===== src/rtl/multiboot_pkg.sv =====
// Shared types and constants for the multiboot request front end.
package multiboot_pkg;

  // Request FSM states; encodings are exported on state_dbg.
  typedef enum logic [2:0] {
    StIdle     = 3'd0,
    StLatch    = 3'd1,
    StReq      = 3'd2,
    StWaitAck  = 3'd3,
    StWaitDone = 3'd4,
    StHoldoff  = 3'd5
  } boot_state_e;

  // Default warm-boot image locations in SPI flash; image 0 is the golden image.
  localparam logic [23:0] ImgAddr0 = 24'h000000;
  localparam logic [23:0] ImgAddr1 = 24'h340000;
  localparam logic [23:0] ImgAddr2 = 24'h680000;
  localparam logic [23:0] ImgAddr3 = 24'h9C0000;

  // SPI read opcodes: plain read and fast read.
  localparam logic [7:0] OpcRead     = 8'h03;
  localparam logic [7:0] OpcFastRead = 8'h0B;

endpackage


===== src/rtl/key_debounce.sv =====
// Push-button synchroniser and debouncer producing one pulse per accepted press.
module key_debounce #(
  parameter int unsigned DEB_CYCLES = 1_000_000,
  parameter logic        KEY_ACTIVE = 1'b0
) (
  input  logic clk_i,
  input  logic rst_ni,
  input  logic key_i,
  output logic key_flag_o
);

  localparam int unsigned CntW = $clog2(DEB_CYCLES + 1);
  localparam logic [CntW-1:0] CntLast = CntW'(DEB_CYCLES - 1);

  logic            sync1_q, sync2_q;
  logic            deb_q, deb_d;
  logic            deb_prev_q;
  logic            flag_q;
  logic [CntW-1:0] cnt_q, cnt_d;
  logic            press;

  // Two-stage synchroniser; idles at the released level so reset never looks like a press.
  always_ff @(posedge clk_i or negedge rst_ni) begin
    if (!rst_ni) begin
      sync1_q <= ~KEY_ACTIVE;
      sync2_q <= ~KEY_ACTIVE;
    end else begin
      sync1_q <= key_i;
      sync2_q <= sync1_q;
    end
  end

  // Count how long the synchronised key has disagreed with the debounced level.
  always_comb begin
    cnt_d = cnt_q;
    deb_d = deb_q;
    if (sync2_q == deb_q) begin
      cnt_d = '0;
    end else if (cnt_q >= CntLast) begin
      // Stable long enough: adopt the new level. The >= also keeps the count from wrapping.
      deb_d = sync2_q;
      cnt_d = '0;
    end else begin
      cnt_d = cnt_q + CntW'(1);
    end
  end

  assign press = (deb_q == KEY_ACTIVE) && (deb_prev_q != KEY_ACTIVE);

  // Debounced level, its previous value and the registered press pulse.
  always_ff @(posedge clk_i or negedge rst_ni) begin
    if (!rst_ni) begin
      cnt_q      <= '0;
      deb_q      <= ~KEY_ACTIVE;
      deb_prev_q <= ~KEY_ACTIVE;
      flag_q     <= 1'b0;
    end else begin
      cnt_q      <= cnt_d;
      deb_q      <= deb_d;
      deb_prev_q <= deb_q;
      flag_q     <= press;
    end
  end

  assign key_flag_o = flag_q;

endmodule


===== src/rtl/boot_req_gen.sv =====
// Multiboot request generator: debounced press -> latched image address -> supervised boot request.
module boot_req_gen
  import multiboot_pkg::*;
#(
  parameter int unsigned DEB_CYCLES     = 1_000_000,
  parameter int unsigned ACK_TIMEOUT    = 64,
  parameter int unsigned HOLDOFF_CYCLES = 4096,
  parameter logic        KEY_ACTIVE     = 1'b0,
  parameter logic [23:0] IMG0_ADDR      = ImgAddr0,
  parameter logic [23:0] IMG1_ADDR      = ImgAddr1,
  parameter logic [23:0] IMG2_ADDR      = ImgAddr2,
  parameter logic [23:0] IMG3_ADDR      = ImgAddr3,
  parameter logic [7:0]  RD_OPCODE      = OpcFastRead
) (
  input  logic        sclk,
  input  logic        rst_n,
  input  logic        key_in,
  input  logic [1:0]  img_sel,
  input  logic        seq_busy,
  output logic        key_flag,
  output logic        boot_req,
  output logic [23:0] boot_addr,
  output logic [7:0]  boot_opcode,
  output logic        req_err,
  output logic [2:0]  state_dbg
);

  localparam int unsigned CntMax  = (ACK_TIMEOUT > HOLDOFF_CYCLES) ? ACK_TIMEOUT : HOLDOFF_CYCLES;
  localparam int unsigned CntW    = $clog2(CntMax + 1);
  localparam logic [CntW-1:0] AckLast  = CntW'(ACK_TIMEOUT - 1);
  localparam logic [CntW-1:0] HoldLast = CntW'(HOLDOFF_CYCLES - 1);

  boot_state_e     state_q, state_d;
  logic [CntW-1:0] cnt_q, cnt_d;
  logic [23:0]     addr_q, addr_d;
  logic [7:0]      opc_q, opc_d;
  logic [1:0]      sel1_q, sel2_q;
  logic [23:0]     sel_addr;

  key_debounce #(
    .DEB_CYCLES (DEB_CYCLES),
    .KEY_ACTIVE (KEY_ACTIVE)
  ) u_key_debounce (
    .clk_i      (sclk),
    .rst_ni     (rst_n),
    .key_i      (key_in),
    .key_flag_o (key_flag)
  );

  // Two-stage synchroniser for the quasi-static image switches.
  always_ff @(posedge sclk or negedge rst_n) begin
    if (!rst_n) begin
      sel1_q <= 2'b00;
      sel2_q <= 2'b00;
    end else begin
      sel1_q <= img_sel;
      sel2_q <= sel1_q;
    end
  end

  // Map the synchronised switch setting to its flash image address.
  always_comb begin
    sel_addr = IMG0_ADDR;
    unique case (sel2_q)
      2'd0: sel_addr = IMG0_ADDR;
      2'd1: sel_addr = IMG1_ADDR;
      2'd2: sel_addr = IMG2_ADDR;
      2'd3: sel_addr = IMG3_ADDR;
      default: sel_addr = IMG0_ADDR;
    endcase
  end

  // Request sequencing: next state, counter, latched address and pulse outputs.
  always_comb begin
    state_d  = state_q;
    cnt_d    = cnt_q;
    addr_d   = addr_q;
    opc_d    = opc_q;
    boot_req = 1'b0;
    req_err  = 1'b0;
    unique case (state_q)
      StIdle: begin
        if (key_flag) state_d = StLatch;
      end
      StLatch: begin
        addr_d  = sel_addr;
        opc_d   = RD_OPCODE;
        state_d = StReq;
      end
      StReq: begin
        boot_req = 1'b1;
        cnt_d    = '0;
        state_d  = StWaitAck;
      end
      StWaitAck: begin
        if (seq_busy) begin
          state_d = StWaitDone;
        end else if (cnt_q >= AckLast) begin
          req_err = 1'b1;
          cnt_d   = CntW'(1);
          state_d = StHoldoff;
        end else begin
          cnt_d = cnt_q + CntW'(1);
        end
      end
      StWaitDone: begin
        // The cycle that ends the run already counts as the first dead cycle.
        if (!seq_busy) begin
          cnt_d   = CntW'(1);
          state_d = StHoldoff;
        end
      end
      StHoldoff: begin
        if (cnt_q >= HoldLast) begin
          state_d = StIdle;
        end else begin
          cnt_d = cnt_q + CntW'(1);
        end
      end
      default: state_d = StIdle;
    endcase
  end

  // FSM state, shared timeout/hold-off counter and the presented boot target.
  always_ff @(posedge sclk or negedge rst_n) begin
    if (!rst_n) begin
      state_q <= StIdle;
      cnt_q   <= '0;
      addr_q  <= IMG0_ADDR;
      opc_q   <= RD_OPCODE;
    end else begin
      state_q <= state_d;
      cnt_q   <= cnt_d;
      addr_q  <= addr_d;
      opc_q   <= opc_d;
    end
  end

  assign boot_addr   = addr_q;
  assign boot_opcode = opc_q;
  assign state_dbg   = state_q;

endmodule


===== config.mk =====
export PLATFORM = sky130hd
export DESIGN_NAME = boot_req_gen
export DESIGN_NICKNAME = d
export VERILOG_FILES = /design/src/rtl/multiboot_pkg.sv /design/src/rtl/key_debounce.sv /design/src/rtl/boot_req_gen.sv
export SDC_FILE = /design/constraint.sdc
export NUM_CORES = 1
export LEC_CHECK = 0
export ABC_CLOCK_PERIOD_IN_PS = 3290
export BUFFER_PORTS_ARGS = -buffer_cell sky130_fd_sc_hd__buf_2
export CAP_MARGIN = 0
export CORE_MARGIN = 5
export CORE_UTILIZATION = 60
export DETAILED_ROUTE_END_ITERATION = 12
export GPL_TIMING_DRIVEN = 0
export PLACE_DENSITY = 0.84
export SYNTH_ARGS = -nofsm -noshare
export SYNTH_HDL_FRONTEND = slang
export SYNTH_HIERARCHICAL = 1
export SYNTH_SLANG_ARGS = --single-unit

===== constraint.sdc =====
create_clock -name sclk -period 3.29 [get_ports sclk]
set_input_delay 0.658 -clock sclk [delete_from_list [all_inputs] [get_ports sclk]]
set_output_delay 0.658 -clock sclk [all_outputs]
set_load 0.005 [all_outputs]

==> impl_metrics.toml, run 1 <==
[global_routing]
grt_antenna_before_repair = 0
grt_pass1_wl_um = 8620
grt_max_degree = 51
grt_usage_pct = 17.1
grt_pass1_vias = 1902
overflow = 0

[cells_and_area]
drive_gt1_share_pct = 26.0
n_antenna_cell = 0
syn_to_final_growth_pct = 12.2
layout.cells.non_filler = 371
fin_util_pct = 70.7
finalNetCount = 331

[sta]
setup_ws_ns = 0.653
fin_crit_sh_pct = 80.1
tightest_slew_ns = 1.08
rsz0062_at_grt = "false"
setup_tns_ns = 0
fin_crit_ns = 2.64
maxSlewHeadroom_pct = 28.0
setup_violations = 0
maxSlewViolCount = 0
skew_ns = 0.00535
final_hold_viol_count = 0
clock.fmax_mhz = 379

[power]
p_int_w = 0.00121
ir_worst_vdd_uv = 260
p_per_area_mw_per_mm2 = 591
p_leak_nw = 1.57
pwr-share-comb_pct = 37.1
p_switching_w = 0.000651
p_seq_share_pct = 42.3
p_total_w = 0.00186
switching_share_pct = 35.1
clockPowerShare_pct = 20.6

[min_path]
hold_path_class = "reg2reg"

[critical_path]
worst_ep_required_time_ns = 2.63
end_kind = "output port"
worstSetupStartpointType = "flip-flop"
crit_type = "reg2out"
r2r_setup_slack_ns = 1.15
cp_max_fo = 4
worstPathArrival_ns = 1.98

[placed_design]
dp_cells = 363
place.gp.congestion = 0.822
port_buffers = 17
place_ws_ns = 1.00
hpwl_um = 3450

[clock_tree]
cts_tree = "built"
cts_made_buffers = 5
htree_levels = 2
clk_pin_slew_ns = 0.09
clock_path_buffers = 2
clkLatencyLatePin_ns = 0.31
postCtsSetupBuffers = 0
cts_resized = 0
cts-root-buf = "clkbuf_8"
postCtsHoldBufs = 0
clock_sinks = 50

[floorplanning]
die_h_um = 78.3
die_w_um = 78.3
row_count = 24
initial_core_util_pct = 63.0
coreArea_mm2 = 0.00444
dieArea_mm2 = 0.00613
io_pins = 44

[detailed_routing]
first_pass_iters = 4
wl_met2_um = 2300
routedWlPerCell_um = 13.2
drc = 0
drtIter0Drc = 112
via_count = 1993
dr_wl_met3_um = 269
postRouteAntennaNets = 0
wirelength_um = 4910
highest_layer = "met4"
via_per_inst = 5.37
drt-met1-wl_um = 2280

[logic_synthesis]
ys_seq_area_share_pct = 44.9
synth.cell_area_mm2 = 0.00280
synth.avg_cell_area_um2 = 10.4
synthTopCellsByArea = "dfrtp_1, buf_4, nor2_1"
syn_inst = 270
ys_ff_latch = 50
yosysTopAreaCell = "dfrtp_1"
synth_most_common_cell = "dfrtp_1"
synth_commonest_cells = "dfrtp_1, nor2_1, buf_4, nand2_1"
synth_top_area_share_pct = 41.1
ys_warn_count = 6
synthFlopType = "dfrtp_1"
async_flop_share_pct = 100
yosysUniqueCellTypes = 55
synth-edff-count = 0

[flow_run]
max_cap_viol_count = 0

[outcome]
status = "finished clean"
power groups by stage:
stage | sequential, W | clock, W | combinational [W]
after global routing | 0.000804 | 0.000424 | 0.000769
final | 0.000786 | 0.000382 | 0.000688
after CTS | 0.000784 | 0.000395 | 0.000685
after detailed placement | 0.000797 | 0 | 0.000683
after floorplan | 0.000787 | 0 | 0.000509
after global placement | 0.000792 | 0 | 0.000664
per-stage QoR:
stage               area (um2)  hold slack [ns]
finish                    3140            0.359
floorplan                 2890            0.331
global route              3140            0.367
detailed placement        3040            0.342
CTS                       3140            0.364
global placement          3040            0.335
flip-flops by register name (all words and copies together) (netlist names):
| register | cells |
|---|---|
| u_key_debounce/sync2_q | 1 |
| sel1_q | 2 |
| u_key_debounce/deb_prev_q | 1 |
| u_key_debounce/cnt_q | 20 |
| u_key_debounce/deb_q | 1 |
| u_key_debounce/key_flag_o | 1 |
| cnt_q | 13 |
| sel2_q | 2 |
| boot_addr | 5 |
| u_key_debounce/sync1_q | 1 |
| state_dbg | 3 |
final timing paths:
path                                start            end  cells past startpoint
worst max-delay path             cnt_q[9]        req_err                      6
worst min-delay path            sel1_q[1]      sel2_q[1]                      0
worst max register to register   cnt_q[0]       cnt_q[5]                      7
worst min register to register  sel1_q[1]      sel2_q[1]                      0
max in group asynchronous           rst_n      cnt_q[10]                      1
min in group asynchronous           rst_n  boot_addr[20]                      1
worst max-delay path, stage by stage (launching register included):
cell and delay, ns:
dfrtp_1 0.43, or4_4 0.56, a211oi_4 0.31, nand2_1 0.10, nand2_1 0.10, nor2_1 0.04, buf_2 0.12
per-layer routing:
metal  global-route usage (%)  vias to the layer above
met4                     5.59                        0
met2                     28.4                       53
met3                     4.12                        5
met5                        0                        -
met1                     22.2                      953
li1                         -                      982
cell usage in the layout, fill, tap and decap left out, types with 4 or more instances in the layout:
cell,n
dfrtp_1,46
nor2_1,34
buf_4,28
conb_1,26
buf_2,17
nand2_1,12
o21ai_0,11
xor2_1,11
nand3_1,10
a22o_1,10
and3_1,9
nor2b_1,9
inv_1,8
ha_1,7
mux2_2,6
clkbuf_8,6
xnor2_1,6
nor3_1,4
buf_6,4
nand4_1,4
dfstp_2,4
final cells by class:
class,count,area [um2]
multi-input cells,204,1350
fillers,328,1300
flip-flops and latches,50,1260
plain buffers,32,255
repair buffers,17,85.1
clock buffers,6,82.6
well taps,52,65.1
inverters,8,30.0
clock inverters,2,17.5
cell families after synthesis:
logic type | Yosys count | share of synthesized area, %
other cells | 2 | 0.268
buf+inv | 40 | 10.2
xor+xnor | 17 | 5.32
simple gates | 101 | 19.7
fa+ha+maj | 7 | 3.13
mux | 6 | 2.41
compound gates | 47 | 14.2
flops | 50 | 44.9
(Power assumes the default switching activity.)
==> run 2: changes to the inputs <==
--- a/config.mk
+++ b/config.mk
@@ -5,14 +5,14 @@
 export SDC_FILE = /design/constraint.sdc
 export NUM_CORES = 1
 export LEC_CHECK = 0
-export ABC_CLOCK_PERIOD_IN_PS = 3290
+export ABC_CLOCK_PERIOD_IN_PS = 2500
 export BUFFER_PORTS_ARGS = -buffer_cell sky130_fd_sc_hd__buf_2
 export CAP_MARGIN = 0
 export CORE_MARGIN = 5
-export CORE_UTILIZATION = 60
+export CORE_UTILIZATION = 57
 export DETAILED_ROUTE_END_ITERATION = 12
 export GPL_TIMING_DRIVEN = 0
-export PLACE_DENSITY = 0.84
+export PLACE_DENSITY = 0.8
 export SYNTH_ARGS = -nofsm -noshare
 export SYNTH_HDL_FRONTEND = slang
 export SYNTH_HIERARCHICAL = 1
==> constraint.sdc (replaced) <==
create_clock -name sclk -period 2.5 [get_ports sclk]
set_input_delay 0.5 -clock sclk [delete_from_list [all_inputs] [get_ports sclk]]
set_output_delay 0.5 -clock sclk [all_outputs]
set_load 0.005 [all_outputs]
==> impl_metrics.toml, run 2 (synthesis gave the netlist of run 1 again) <==
[cells_and_area]
n_antenna_cell = 0
finalNetCount = 332
syn_to_final_growth_pct = 13.2
top_register = "u_key_debounce/cnt_q"
drive_gt1_share_pct = 26.6
mostFrequentLayoutCells = "dfrtp_1, nor2_1, buf_4"
largest_register_ffs = 20
final_common_cell = "dfrtp_1"

[detailed_routing]
first_pass_iters = 4
via_per_inst = 5.10
drc = 0
drtIter0Drc = 69
via_count = 1974
wirelength_um = 4820
postRouteAntennaNets = 0
routedWlPerCell_um = 12.5

[sta]
fin_crit_sh_pct = 94.0
rsz0062_at_grt = "false"
fin_hold_ws_ns = 0.275
fin_crit_ns = 2.35
setup_tns_ns = 0
skew_ns = 0.00706
final_hold_viol_count = 0
maxSlewViolCount = 0
setup_violations = 0
maxSlewHeadroom_pct = 28.3
clock.fmax_mhz = 426
tightest_slew_ns = 1.08

[power]
p_seq_share_pct = 42.5
p_int_w = 0.00157
switching_share_pct = 35.6
pwr-share-comb_pct = 36.6
p_leak_nw = 1.58
clockPowerShare_pct = 20.9
p_switching_w = 0.000865
p_per_area_mw_per_mm2 = 767
ir_worst_vdd_uv = 350

[critical_path]
r2r_end = "cnt_q[8]"
cp_max_fo = 4
r2r-start = "cnt_q[0]"
slowest_stage = "or4_4"
worstPathArrival_ns = 1.85
cp_common_cell = "nand2_1"
cp_num_buf_inv = 1
cp_cell_sequence = "or4_4 > a211oi_4 > nand2_1 > nand2_1 > nor2_1 > buf_2"
crit_family = "simple AND/OR/NAND/NOR gates"
crit_type = "reg2out"
rr_worst_depth = 7
max_stage_delay_ns = 0.56
worstSetupStartpointType = "flip-flop"
end_kind = "output port"
worst_ep_required_time_ns = 2.00
r2r_setup_slack_ns = 0.35

[global_routing]
grt_use_met2_pct = 27.8
grt_use_met1_pct = 21.8
met3_usage_pct = 3.70
grt_usage_pct = 16.8
grt_pass1_vias = 1898
grt_pass1_wl_um = 8580
grt_antenna_before_repair = 0
overflow = 0
grt-busiest-layer = "met2"
grt_max_degree = 51

[min_path]
worstHoldStart = "key_in"
hold_depth = 1
whs_endpoint = "u_key_debounce/sync1_q"
hold_path_class = "in2reg"

[clock_tree]
clkLatencyLatePin_ns = 0.31
clk_pin_slew_ns = 0.10
clock_sinks = 50
cts_tree = "built"
cts-root-buf = "clkbuf_8"
cts_made_buffers = 5
htree_levels = 2
clock_path_buffers = 2

[floorplanning]
io_pins = 44
row_count = 25
dieArea_mm2 = 0.00641
initial_core_util_pct = 58.9
coreArea_mm2 = 0.00475
die_w_um = 80.1
die_h_um = 80.1

[outcome]
status = "finished clean"

[placed_design]
port_buffers = 17
place.gp.congestion = 0.833
hpwl_um = 3340

[flow_run]
max_cap_viol_count = 0
-- run 2: area by class of cell --
class | count | area (um2)
tap | 67 | 83.8
clock buffer | 5 | 68.8
buffer | 32 | 255
sequential | 50 | 1260
multi-input combinational | 204 | 1350
inverter | 8 | 30.0
fill | 381 | 1590
timing repair buffer | 18 | 92.6
clock inverter | 3 | 28.8
-- run 2: routing by layer --
| layer | routed length [um] | share of wire (%) |
|---|---|---|
| met5 | 0 | 0 |
| met4 | 59 | 1.2 |
| met3 | 207 | 4.3 |
| met2 | 2350 | 49 |
| met1 | 2210 | 46 |
-- run 2: worst register-to-register path, stage by stage (launching register included) --
cell and delay (ns):
dfrtp_1 0.47, ha_1 0.32, a21oi_1 0.07, nor4b_1 0.48, a21oi_2 0.18, nor2b_4 0.18, buf_6 0.15, a22o_1 0.20
-- run 2: worst max-delay path by stage --
stage,start,endpoint,slack (ns),cells after the start
floorplan,cnt_q[6],req_err,0.58,5
global placement,cnt_q[9],req_err,0.39,6
detailed placement,cnt_q[9],req_err,0.38,6
CTS,cnt_q[6],req_err,0.03,6
global route,cnt_q[6],req_err,0.06,6
finish,cnt_q[9],req_err,0.15,6
-- run 2: repair_timing --
| action | 4_1_cts | 5_1_grt |
|---|---|---|
| buffers inserted | 0 | 1 |
| hold buffers | 0 | 0 |
| endpoints found under the hold margin | 0 | 0 |
| gates resized for setup | 0 | 1 |
| setup endpoints to repair | 0 | 1 |
-- run 2: through the flow --
stage | area, um2 | total power (W) | util (%) | instances | setup slack, ns
3_5_place_dp | 3060 | 0.00194 | 64.3 | 378 | 0.383
4_1_cts | 3160 | 0.00245 | 66.4 | 386 | 0.0277
5_1_grt | 3170 | 0.00263 | 66.7 | 387 | 0.0621
3_3_place_gp | 3060 | 0.00192 | 64.3 | 378 | 0.386
2_1_floorplan | 2890 | 0.00171 | - | 294 | 0.579
6_report | 3170 | 0.00243 | 66.7 | 387 | 0.151
-- run 2: power by group through the flow --
| stage | Clock (W) | Sequential (W) | Combinational (W) |
|---|---|---|---|
| finish | 0.000507 | 0.00103 | 0.000890 |
| floorplan | 0 | 0.00104 | 0.000669 |
| detailed placement | 0 | 0.00105 | 0.000893 |
| CTS | 0.000522 | 0.00103 | 0.000897 |
| global route | 0.000561 | 0.00106 | 0.00101 |
| global placement | 0 | 0.00104 | 0.000879 |
==> run 3: changes to the inputs <==
--- a/config.mk
+++ b/config.mk
@@ -5,6 +5,7 @@
 export SDC_FILE = /design/constraint.sdc
 export NUM_CORES = 1
 export LEC_CHECK = 0
+export ABC_AREA = 1
 export ABC_CLOCK_PERIOD_IN_PS = 2500
 export BUFFER_PORTS_ARGS = -buffer_cell sky130_fd_sc_hd__buf_2
 export CAP_MARGIN = 0
@@ -12,7 +13,7 @@
 export CORE_UTILIZATION = 57
 export DETAILED_ROUTE_END_ITERATION = 12
 export GPL_TIMING_DRIVEN = 0
-export PLACE_DENSITY = 0.8
+export PLACE_DENSITY = 0.79
 export SYNTH_ARGS = -nofsm -noshare
 export SYNTH_HDL_FRONTEND = slang
 export SYNTH_HIERARCHICAL = 1
==> impl_metrics.toml, run 3 <==
[outcome]
status = "finished clean"

[critical_path]
r2r_end = "cnt_q[2]"
crit_type = "reg2out"
crit_family = "simple AND/OR/NAND/NOR gates"
worstPathArrival_ns = 1.76
end_kind = "output port"
max_stage_delay_ns = 0.43
worstSetupStartpointType = "flip-flop"
cp-startpoint = "cnt_q[0]"
cp_common_cell = "nand2_1"
cp_max_fo = 4
cp_cell_sequence = "ha_1 > nand2_1 > nor2_1 > nand2_1 > nand3_1 > nand2_1 > inv_1 > buf_2"
r2r-start = "cnt_q[0]"
rr_worst_depth = 8
cp_num_buf_inv = 2
worst_ep_required_time_ns = 2.00
slowest_stage = "dfrtp_1"
r2r_setup_slack_ns = 0.80

[detailed_routing]
routedWlPerCell_um = 11.0
wirelength_um = 5560
drc = 0
first_pass_iters = 4
drtIter0Drc = 110
via_count = 2411
postRouteAntennaNets = 0
via_per_inst = 4.76

[placed_design]
dp_cells = 498
place_ws_ns = 0.577
port_buffers = 17
place.gp.congestion = 0.939
hpwl_um = 4220

[cells_and_area]
multi_input_area_mm2 = 0.00153
syn_to_final_growth_pct = 11.6
drive_gt1_share_pct = 24.3
seq_area_mm2 = 0.00126
layout.cells.non_filler = 506
finalNetCount = 448
largest_register_ffs = 20
mostFrequentLayoutCells = "nand2_1, dfrtp_1, inv_1"
fillers = 453
final_common_cell = "nand2_1"
top_register = "u_key_debounce/cnt_q"
n_antenna_cell = 0

[floorplanning]
row_count = 26
dieArea_mm2 = 0.00698
initial_core_util_pct = 59.7
coreArea_mm2 = 0.00517
die_h_um = 83.6
die_w_um = 83.6
io_pins = 44

[logic_synthesis]
syn_inst = 387
synth_most_common_cell = "nand2_1"
async_flop_share_pct = 100
synth_top_area_share_pct = 37.3
ys_ff_latch = 50
synth.avg_cell_area_um2 = 7.97
synth_commonest_cells = "nand2_1, dfrtp_1, inv_1, nor2_1, nor2_2"
synth-edff-count = 0
yosysUniqueCellTypes = 34
synthFlopType = "dfrtp_1"
synth.cell_area_mm2 = 0.00309
ys_seq_area_share_pct = 40.7
yosysTopAreaCell = "dfrtp_1"
ys_warn_count = 6
synthTopCellsByArea = "dfrtp_1, nand2_1, buf_4"

[min_path]
whs_endpoint = "u_key_debounce/sync1_q"
hold_path_class = "in2reg"
hold_depth = 1
worstHoldStart = "key_in"

[power]
p_total_w = 0.00210
p_per_area_mw_per_mm2 = 609
p_int_w = 0.00135
switching_share_pct = 35.6
p_switching_w = 0.000746
pwr-share-comb_pct = 31.0
ir_worst_vdd_uv = 397
p_leak_nw = 1.68
p_seq_share_pct = 45.6
clockPowerShare_pct = 23.3

[global_routing]
grt_pass1_wl_um = 10300
grt_usage_pct = 17.3
grt_max_degree = 51
grt_pass1_vias = 2353
overflow = 0
grt_antenna_before_repair = 0

[clock_tree]
clock_sinks = 50
postCtsSetupBuffers = 0
cts_made_buffers = 5
clkLatencyLatePin_ns = 0.31
clock_path_buffers = 2
clk_pin_slew_ns = 0.10
cts_resized = 0
postCtsHoldBufs = 0
htree_levels = 2
cts-root-buf = "clkbuf_8"
cts_tree = "built"

[sta]
fin_hold_ws_ns = 0.282
setup_tns_ns = 0
rsz0062_at_grt = "false"
maxSlewViolCount = 0
skew_ns = 0.00973
maxSlewHeadroom_pct = 27.3
clock.fmax_mhz = 442
fin_crit_ns = 2.26
setup_ws_ns = 0.235
tightest_slew_ns = 1.09
setup_violations = 0
final_hold_viol_count = 0
fin_crit_sh_pct = 90.6

[flow_run]
max_cap_viol_count = 0
-- run 3: power by group through the flow --
| stage | registers, W | clock network (W) | logic [W] |
|---|---|---|---|
| final | 0.000957 | 0.000490 | 0.000650 |
| after global routing | 0.000972 | 0.000548 | 0.000730 |
| after CTS | 0.000957 | 0.000509 | 0.000653 |
| after detailed placement | 0.000973 | 0 | 0.000652 |
| after global placement | 0.000969 | 0 | 0.000632 |
| after floorplan | 0.000971 | 0 | 0.000457 |
-- run 3: layout make-up --
cell class	count	area share, %
Timing Repair Buffer	17	2.47
Inverter	40	4.36
Clock buffer	5	2.00
Tap cell	70	2.54
Buffer	30	6.98
Clock inverter	3	0.727
Multi-Input combinational cell	291	44.4
Sequential cell	50	36.5
-- run 3: metal layers --
layer  track usage [%]  share of wire [%]  vias to the layer above
met1              21.9                 45                     1099
met5                 0                  0                        -
met3              4.05                4.4                        6
li1                  -                  -                     1264
met2              29.6                 50                       42
met4              4.53                1.1                        0
-- run 3: logic make-up (layout without fill, tap and decap cells) --
family	after synthesis	after routing	share of synthesized area (%)
xor+xnor	18	18	5.11
flops	50	50	40.7
compound gates	29	29	5.92
buf+inv	70	95	12.7
other cells	2	26	0.243
fa+ha+maj	7	7	2.84
simple gates	211	211	32.5
-- run 3: stage by stage --
stage / utilization, % / area [um2]
after CTS: 66.5 / 3440
after floorplan: - / 3180
after detailed placement: 64.7 / 3350
after global routing: 66.5 / 3440
after global placement: 64.7 / 3350
final: 66.5 / 3440
-- run 3: worst max path at each step --
| stage | slack [ns] | cells past startpoint | to |
|---|---|---|---|
| after floorplan | 0.86 | 7 | req_err |
| after global placement | 0.61 | 8 | req_err |
| final | 0.24 | 8 | req_err |
| after detailed placement | 0.58 | 8 | req_err |
| after global routing | 0.03 | 8 | req_err |
| after CTS | 0.23 | 8 | req_err |
